<file path="config.mk">
export PLATFORM = sky130hd
export DESIGN_NAME = mem_wr_arbiter
export DESIGN_NICKNAME = d
export VERILOG_FILES = /design/src/rtl/mem_wr_arbiter.sv
export SDC_FILE = /design/constraint.sdc
export NUM_CORES = 1
export LEC_CHECK = 0
export BUFFER_PORTS_ARGS = -buffer_cell sky130_fd_sc_hd__buf_2
export CORE_ASPECT_RATIO = 1.4
export CORE_MARGIN = 4
export CORE_UTILIZATION = 36
export DETAILED_ROUTE_END_ITERATION = 10
export HOLD_SLACK_MARGIN = 0.02
export PLACE_DENSITY = 0.72
export SYNTH_ARGS = -nofsm -noshare
export SYNTH_HDL_FRONTEND = slang
export SYNTH_SLANG_ARGS = --single-unit
</file>
<file path="constraint.sdc">
create_clock -name clk -period 1.7 [get_ports clk]
set_input_delay 0.255 -clock clk [delete_from_list [all_inputs] [get_ports clk]]
set_output_delay 0.255 -clock clk [all_outputs]
set_load 0.02 [all_outputs]
</file>
<file path="src/rtl/mem_wr_arbiter.sv">
// Round-robin arbiter sharing the FIFO memory write port among NREQ producers, bursts bounded by MAX_BURST.
// Optional per-requester accepted-beat counters on beat_cnt when ARB_STATS_EN is defined.
module mem_wr_arbiter #(
    parameter int DATAWIDTH = 8,
    parameter int NREQ      = 4,
    parameter int MAX_BURST = 4,
    parameter int IDW       = $clog2(NREQ),
    parameter int CNTW      = 16
) (
    input  logic                      clk,
    input  logic                      rst,
    input  logic [NREQ-1:0]           req_valid,
    input  logic [NREQ-1:0]           req_last,
    input  logic [NREQ*DATAWIDTH-1:0] req_data,
    output logic [NREQ-1:0]           req_ready,
    input  logic                      full,
    output logic                      wr,
    output logic [DATAWIDTH-1:0]      Wdata,
    output logic [IDW-1:0]            grant_id,
    output logic                      busy
`ifdef ARB_STATS_EN
    ,
    output logic [NREQ*CNTW-1:0]      beat_cnt
`endif
);

    localparam int BW = $clog2(MAX_BURST + 1);
    localparam logic [BW-1:0] BURST_END = BW'(MAX_BURST - 1);

    localparam logic [0:0] S_IDLE  = 1'b0;
    localparam logic [0:0] S_GRANT = 1'b1;

    if (NREQ < 2 || MAX_BURST < 1 || CNTW < 1) begin : g_bad_params
        $error("mem_wr_arbiter: illegal parameter values");
    end

    logic [0:0]           state;
    logic [IDW-1:0]       last_id;
    logic [IDW-1:0]       next_id;
    logic                 any_valid;
    logic [BW-1:0]        burst;
    logic                 sel_valid;
    logic                 sel_last;
    logic [DATAWIDTH-1:0] sel_data;

    // Scan downward over offsets so the smallest offset from last_id+1 wins.
    always_comb begin
        int             idx;
        logic [IDW-1:0] cand;
        idx       = 0;
        cand      = '0;
        next_id   = '0;
        any_valid = 1'b0;
        for (int k = NREQ; k >= 1; k--) begin
            idx  = (int'(last_id) + k) % NREQ;
            cand = IDW'(idx);
            if (req_valid[cand]) begin
                next_id   = cand;
                any_valid = 1'b1;
            end
        end
    end

    always_comb begin
        sel_valid = 1'b0;
        sel_last  = 1'b0;
        sel_data  = '0;
        for (int i = 0; i < NREQ; i++) begin
            if (grant_id == IDW'(i)) begin
                sel_valid = req_valid[i];
                sel_last  = req_last[i];
                sel_data  = req_data[i*DATAWIDTH +: DATAWIDTH];
            end
        end
    end

    always_comb begin
        busy      = (state == S_GRANT);
        wr        = busy & sel_valid & ~full;
        Wdata     = busy ? sel_data : '0;
        req_ready = '0;
        for (int i = 0; i < NREQ; i++) begin
            req_ready[i] = busy && !full && (grant_id == IDW'(i));
        end
    end

    always_ff @(posedge clk or posedge rst) begin
        if (rst) begin
            state    <= S_IDLE;
            last_id  <= IDW'(NREQ - 1);
            burst    <= '0;
            grant_id <= '0;
        end else begin
            case (state)
                S_IDLE: begin
                    if (any_valid) begin
                        grant_id <= next_id;
                        last_id  <= next_id;
                        burst    <= '0;
                        state    <= S_GRANT;
                    end
                end
                S_GRANT: begin
                    // While full stalls, burst stays frozen; only a dropped valid releases.
                    if (!sel_valid) begin
                        state <= S_IDLE;
                    end else if (wr) begin
                        burst <= burst + BW'(1);
                        if (sel_last || burst == BURST_END) begin
                            state <= S_IDLE;
                        end
                    end
                end
                default: state <= S_IDLE;
            endcase
        end
    end

`ifdef ARB_STATS_EN
    always_ff @(posedge clk or posedge rst) begin
        if (rst) begin
            beat_cnt <= '0;
        end else if (wr) begin
            for (int i = 0; i < NREQ; i++) begin
                if (grant_id == IDW'(i)) begin
                    beat_cnt[i*CNTW +: CNTW] <= beat_cnt[i*CNTW +: CNTW] + CNTW'(1);
                end
            end
        end
    end
`endif

endmodule

</file>
# --- After elaboration in Yosys (flattened, before gate mapping) ---
# Index checks and enable logic that the tools add are counted.
op_classes:
  muxes: 38
  n_bitwise: 4
  reduce_logical: 10
  n_lt_le_gt_ge: 4
  n_eq_ne: 7
  addsub: 5
ops:
  columns: ["op", "n"]
  rows:
  - ["8-bit 2-to-1 mux", 5]
  - ["1-bit 2-to-1 mux", 20]
  - ["2-bit by 3-bit < comparator with 1-bit output, second input constant", 4]
  - ["3-bit 2-to-1 mux", 3]
  - ["1-bit binary-select mux with 2-bit select", 4]
  - ["2-bit 2-to-1 mux", 4]
  - ["3-bit case mux with 2 select lines", 1]
  - ["1-bit logical AND", 5]
  - ["2-bit by 1-bit adder with 2-bit output, second input constant", 2]
  - ["2-bit adder, second input constant", 2]
  - ["2-bit == test, second input constant", 2]
  - ["2-bit inequality test, second input constant", 2]
  - ["3-bit by 1-bit adder with 3-bit output, second input constant", 1]
  - ["3-bit by 2-bit == test with 1-bit output, second input constant", 1]
  - ["3-bit AND reduction", 1]
  - ["1-bit bitwise AND", 2]
  - ["2-bit by 1-bit == test with 1-bit output, second input constant", 1]
  - ["2-bit logical NOT", 1]
  - ["2-bit by 1-bit inequality test with 1-bit output, second input constant", 1]
  - ["1-bit inverter", 2]
  - ["1-bit case mux with 2 select lines", 1]
  - ["2-bit AND reduction", 1]
  - ["1-bit logical NOT", 1]
  - ["1-bit logical OR", 1]
totals:
  inputBits: 43
  ff_bits: 8

# --- Longest topological paths before layout ---
# Gate-level depths: netlist of the first run.
logic_depth:
  word_depth: 10
  depth_mapped: 5

# --- Worst setup path after synthesis of the first run ---
# OpenSTA, ideal clock, no wires.
synth_path:
  path_type: "register to output"
  startpoint: "reg grant_id[0]"
  endpoint: "out Wdata[2]"
  n_path_buf: 2
  path_stages_with_launch: 5
  arrival_time_ns: 1.445
  setup_slack_ns: 0.000
  t_required_ns: 1.445
  path_cell_list: "dfrtp_1 > buf_6 > buf_12 > mux4_2 > and2_1"
synth_between:
  elab_chain_cells: 6
  elab_cells_between_ends: 9
  classes_between: "3 x eq/ne; 5 x mux; 1 x reduce/logical"
synth_rtl:
  columns: ["item", "line", "rtl"]
  rows:
  - ["start: declaration", "19", "output logic [IDW-1:0] grant_id,"]
  - ["start signal: assignment", "97", "grant_id <= next_id;"]
  - ["2-bit logical NOT", "69", "if (grant_id == IDW'(i)) begin"]
  - ["8-bit 2-to-1 mux (3 in a row)", "69", null]
  - ["8-bit 2-to-1 mux *", "69", null]
  - ["8-bit 2-to-1 mux *", "80", "Wdata = busy ? sel_data : '0;"]
  - ["end: declaration", "18", "output logic [DATAWIDTH-1:0] Wdata,"]
# Mark *: on every way between the ends. The rest lies on a longest branch, timed or not.

# --- Final worst setup path of the first run ---
layout_path:
  startpoint: "reg grant_id[0]"
  endpoint: "out Wdata[6]"
# Same word-level chain as after synthesis.

==> flow_summary.toml, run 1 <==
[outcome]
status = "finished, violations left"
violations = "negative setup slack"

[synthesis]
yosys_register_bits = 8
synthTopCellsByArea = "dfrtp_1 (18%), mux4_2 (13%), mux4_1 (9.3%)"
synth_enable_flop_cells = 0
synth.yosys.seq_area_share = 0.2404
ys_async_sr_fraction = 1.000
yosys_warnings = 0
synth_top_area_frac = 0.1780
syn_area_um2 = 843.3
syn-num-nets = 135
synth_cell_types = 30
syn_area_per_cell_um2 = 9.370
synth_ff_type = "dfrtp_1"
synth_area_leader_cell = "dfrtp_1"
synthCells = 90

[clock_network]
cts_tree = "built"
clockBufferDepth = 2
htree_levels = 1
cts.sinks = 8
cts_buffers = 3
cts_root_buf = "clkbuf_4"
clkTransAtPathRegs_ns = 0.06
clk_latency_ns = 0.26

[global_routing]
track_usage = 0.1646
grt_util_met2 = 0.3056
grt_use_met3 = 0.05442
grt_pass1_wl_um = 4347
grt_antenna_before_repair = 0
top_usage_layer = "met2"
grt_pass1_vias = 1003
grt_max_degree = 14
use_met1 = 0.1676
grt_overflow = 0

[drt]
wirelength_um = 2584
drc = 0
firstDrtPassIters = 5
drtIter0Drc = 28
wl_per_cell_um = 14.52
via_count = 954
vias_per_cell = 5.360
drtAntennaViolNets = 0

[critical_path]
cp.arrival_ns = 1.56
critical_path_class = "reg2out"
reg2reg_from = "grant_id[0]"
crit_fanout = 7
r2r-end = "burst[2]"
r2r_setup_slack_ns = 0.12
required_ns = 1.44
cp-end-kind = "primary output"
reg2reg_depth = 8
cp-start-kind = "flop"

[finish]
multi_input_area_um2 = 568.0
nets = 202
fin_cells = 178
layout_commonest_cell = "buf_2"
antenna_cells = 0
ff_latch_area_um2 = 206.4
synthToLayoutAreaGrowth_pct = 53.86
nFillCells = 202
most-common-layout-cells = "buf_2 (49), buf_6 (12), nand2_1 (11), inv_1 (9)"
layout-drive-gt1-share = 0.5962

[sta]
worst_slack_ns = -0.1141
timing.fmax_mhz = 551.2
relSlewSlack = 0.7578
final.period_utilization = 1.067
setup_viol = 9
rsz0062_at_grt = "yes"
period_minus_slack_ns = 1.814
hold_viol = 0
drv_slew = 0
skew_ns = 0.005318
tightest_slew_ns = 0.3541

[place]
post-place-cells = 169
gp_congestion = 0.7670
dp_hpwl_um = 2049
place.port_buffers = 58

[die]
core_um2 = 2202
dieArea_um2 = 3192
row_count = 20
start_util = 0.3830
ios = 59
die_x_um = 48.91
die_h_um = 65.27

[hold_path]
hold_depth = 3
worstHoldStart = "full"
hold_class = "in2reg"
min_to = "busy"

[pwr]
p_total_mw = 2.129
power_density_nw_per_um2 = 1641
leakagePower_nw = 0.6829
vdd_drop_max_mv = 0.7964

[job]
cap_violations = 0
-- cells in the mapped netlist, types with 3 or more instances --
library cell	n
nand2_1	11
nor3_1	4
clkbuf_1	3
mux4_1	3
nor2_1	6
mux2i_1	6
o21ai_0	4
nor2b_1	3
mux4_2	5
inv_1	9
dfrtp_1	6
and2_1	8
-- critical path: stages (launching register included) --
cell and delay, ns:
dfrtp_2 0.37, buf_6 0.14, mux4_2 0.51, and2_4 0.16
buf_6 0.12
-- power by group --
part	switching [mW]	internal, mW	total [mW]
clock network	0.0723	0.0903	0.163
logic	0.674	0.843	1.52
registers	0.150	0.299	0.449
-- how the worst max path moves through the flow --
stage	start	to	slack, ns	cells after the start
after floorplan	grant_id[1]	Wdata[2]	0.05	4
after global placement	grant_id[0]	Wdata[0]	0.05	3
after detailed placement	grant_id[0]	Wdata[0]	0.004	3
after CTS	grant_id[0]	Wdata[6]	-0.11	4
after global routing	grant_id[0]	Wdata[6]	-0.16	4
final	grant_id[0]	Wdata[6]	-0.11	4
-- cells by family (layout without fill, tap and decap cells) --
group                      Yosys count  count (layout)  share of synthesized area
and+or+nand+nor                     35              35                     0.2048
muxes                               14              14                     0.2982
adders and majority gates            2               2                    0.02967
AOI/OAI and AO/OA                   16              16                     0.1306
buffers and inverters               15              81                    0.09643
DFF                                  8               8                     0.2404
-- per-layer routing --
metal  part of all wire  up-vias
met3               0.12        4
met5                  0        -
met2               0.50       63
met4             0.0077        0
li1                   -      452
met1               0.37      435
-- final cells by class --
class / instances / area share
clock buffers: 4 / 0.02025
multi-input cells: 67 / 0.4378
repair buffers: 68 / 0.3356
flip-flops and latches: 8 / 0.1591
well taps: 22 / 0.02122
inverters: 9 / 0.02604
-- sequential cells by signal (all words and copies together) (netlist names) --
register,cells
busy,1
last_id,2
grant_id,2
burst,3
-- stage by stage --
stage / util / setup TNS, ns / setup WS, ns / cell area (um^2) / hold slack (ns)
after floorplan: - / 0 / 0.05073 / 844.6 / 0.06916
after detailed placement: 0.5233 / 0 / 0.004104 / 1152 / 0.2205
after global placement: 0.5233 / 0 / 0.04860 / 1152 / 0.2175
after global routing: 0.5892 / -1.145 / -0.1587 / 1297 / 0.3355
final: 0.5892 / -0.7830 / -0.1141 / 1297 / 0.3161
after CTS: 0.5813 / -0.8341 / -0.1100 / 1280 / 0.3217
-- repair_timing --
action	4_1_cts	5_1_grt
buffers inserted	3	1
pin swaps	8	1
hold buffers	1	0
setup endpoints to repair	11	13
resized for setup	30	4
hold endpoints to repair	6	0
Power figures use the tool's default switching activity.
==> run 2, diff against run 1 <==
==> constraint.sdc (replaced) <==
create_clock -name clk -period 2.1 [get_ports clk]
set_input_delay 0.315 -clock clk [delete_from_list [all_inputs] [get_ports clk]]
set_output_delay 0.315 -clock clk [all_outputs]
set_load 0.02 [all_outputs]
==> flow_summary.toml, run 2 (synthesized netlist as in run 1, its figures left out) <==
[outcome]
status = "finished, final reports clean"

[drt]
firstDrtPassIters = 4
wirelength_um = 2417
wl_per_cell_um = 14.05
via_count = 935
drtIter0Drc = 8
drtAntennaViolNets = 0
drc = 0
vias_per_cell = 5.436

[sta]
rsz0062_at_grt = "no"
skew_ns = 0.01206
drv_slew = 0
setup_viol = 0
fin_tns_setup_ns = 0
relSlewSlack = 0.6130
tightest_slew_ns = 0.5805
timing.fmax_mhz = 493.0
final.period_utilization = 0.9660
holdWs_ns = 0.3690
period_minus_slack_ns = 2.029
hold_viol = 0

[finish]
synthToLayoutAreaGrowth_pct = 42.73
most-common-layout-cells = "buf_2 (58), nand2_1 (11), inv_1 (9), and2_1 (8)"
finalCoreUtilization = 0.5466
layout_commonest_cell = "buf_2"
largest_register = "burst"
nFillCells = 206
top_regs = "burst (3), grant_id (2), last_id (2)"
antenna_cells = 0
nets = 196
largest_register_ffs = 3
layout-drive-gt1-share = 0.4933

[critical_path]
cp.arrival_ns = 1.71
crit_fanout = 7
required_ns = 1.78
critical_path_class = "reg2out"
cp-start-kind = "flop"
cp-end-kind = "primary output"

[clock_network]
cts_tree = "built"
cts_root_buf = "clkbuf_4"
clkTransAtPathRegs_ns = 0.06
cts_buffers = 3
cts.sinks = 8
htree_levels = 1
clk_latency_ns = 0.26
clockBufferDepth = 2

[place]
gp_congestion = 0.7762
dp_hpwl_um = 1944
place.port_buffers = 58

[die]
ios = 59
start_util = 0.3830
die_x_um = 48.91
dieArea_um2 = 3192
die_h_um = 65.27
row_count = 20
core_um2 = 2202

[global_routing]
grt_pass1_vias = 927
grt_pass1_wl_um = 3946
grt_antenna_before_repair = 0
grt_overflow = 0
grt_max_degree = 18
track_usage = 0.1505

[pwr]
switching_share = 0.4562
power_density_nw_per_um2 = 1214
p_switching_uw = 666.8
combPwrFrac = 0.645
clock_power_share = 0.087
leakagePower_nw = 0.6519
internal-power_uw = 794.7
seqPwrFrac = 0.269
vdd_drop_max_mv = 0.6320

[hold_path]
hold_class = "in2reg"

[job]
cap_violations = 0
==> run 2: cell types whose count changed in the layout (fill, tap and decap cells not counted), sizes merged <==
cell and change:
clkbuf +1, buf -7
==> run 2: routing by layer <==
metal	routed length, um	GRT usage	up-vias
met5	0	0	-
met4	24	0.04040	0
li1	-	-	450
met3	327	0.07256	4
met2	1244	0.2745	62
met1	820	0.1494	419
==> run 2: worst max-delay path, stage by stage (launching register included) <==
cell	delay [ns]
dfrtp_2	0.44
buf_12	0.15
mux4_1	0.55
and2_1	0.17
buf_2	0.15
==> run 2: final cells by class <==
| class | count | area [um^2] | area share |
|---|---|---|---|
| sequential | 8 | 203.9 | 0.1694 |
| clock buffer | 4 | 26.28 | 0.02183 |
| timing repair buffer | 62 | 352.8 | 0.2931 |
| inverter | 9 | 33.78 | 0.02807 |
| multi-input combinational | 67 | 559.3 | 0.4647 |
| tap | 22 | 27.53 | 0.02287 |
==> run 2: repair_timing <==
| item | 4_1_cts | 5_1_grt |
|---|---|---|
| setup buffers | 0 | 1 |
| endpoints found under the setup margin | 0 | 2 |
| resized for setup | 0 | 1 |
| hold buffers | 1 | 0 |
| endpoints found under the hold margin | 6 | 0 |
==> run 2: worst paths after layout <==
kind / from / to / slack [ns] / cells after the start
min in group asynchronous: rst / busy / 0.53 / 3
hold reg to reg: burst[0] / burst[0] / 0.50 / 1
max in group asynchronous: rst / last_id[0] / 1.27 / 3
setup reg to reg: burst[0] / busy / 0.61 / 5
hold / removal: full / busy / 0.37 / 3
setup / recovery: grant_id[0] / Wdata[7] / 0.07 / 4
==> run 2: power groups by stage <==
stage                     sequential [mW]  clock [mW]  combinational (mW)
final                               0.392       0.127               0.942
after floorplan                     0.316           0               0.737
after global routing                0.411       0.140                1.03
after detailed placement            0.387           0               0.901
after global placement              0.374           0               0.883
after CTS                           0.384       0.135               0.904
==> run 2: stage by stage <==
step	std cells	total power [mW]	instance area (um^2)	setup WS [ns]
3_3_place_gp	165	1.257	1134	0.3534
6_report	172	1.462	1204	0.07142
3_5_place_dp	165	1.288	1134	0.3086
5_1_grt	172	1.581	1204	0.002079
4_1_cts	170	1.423	1170	0.01477
2_1_floorplan	90	1.054	843.3	0.3399
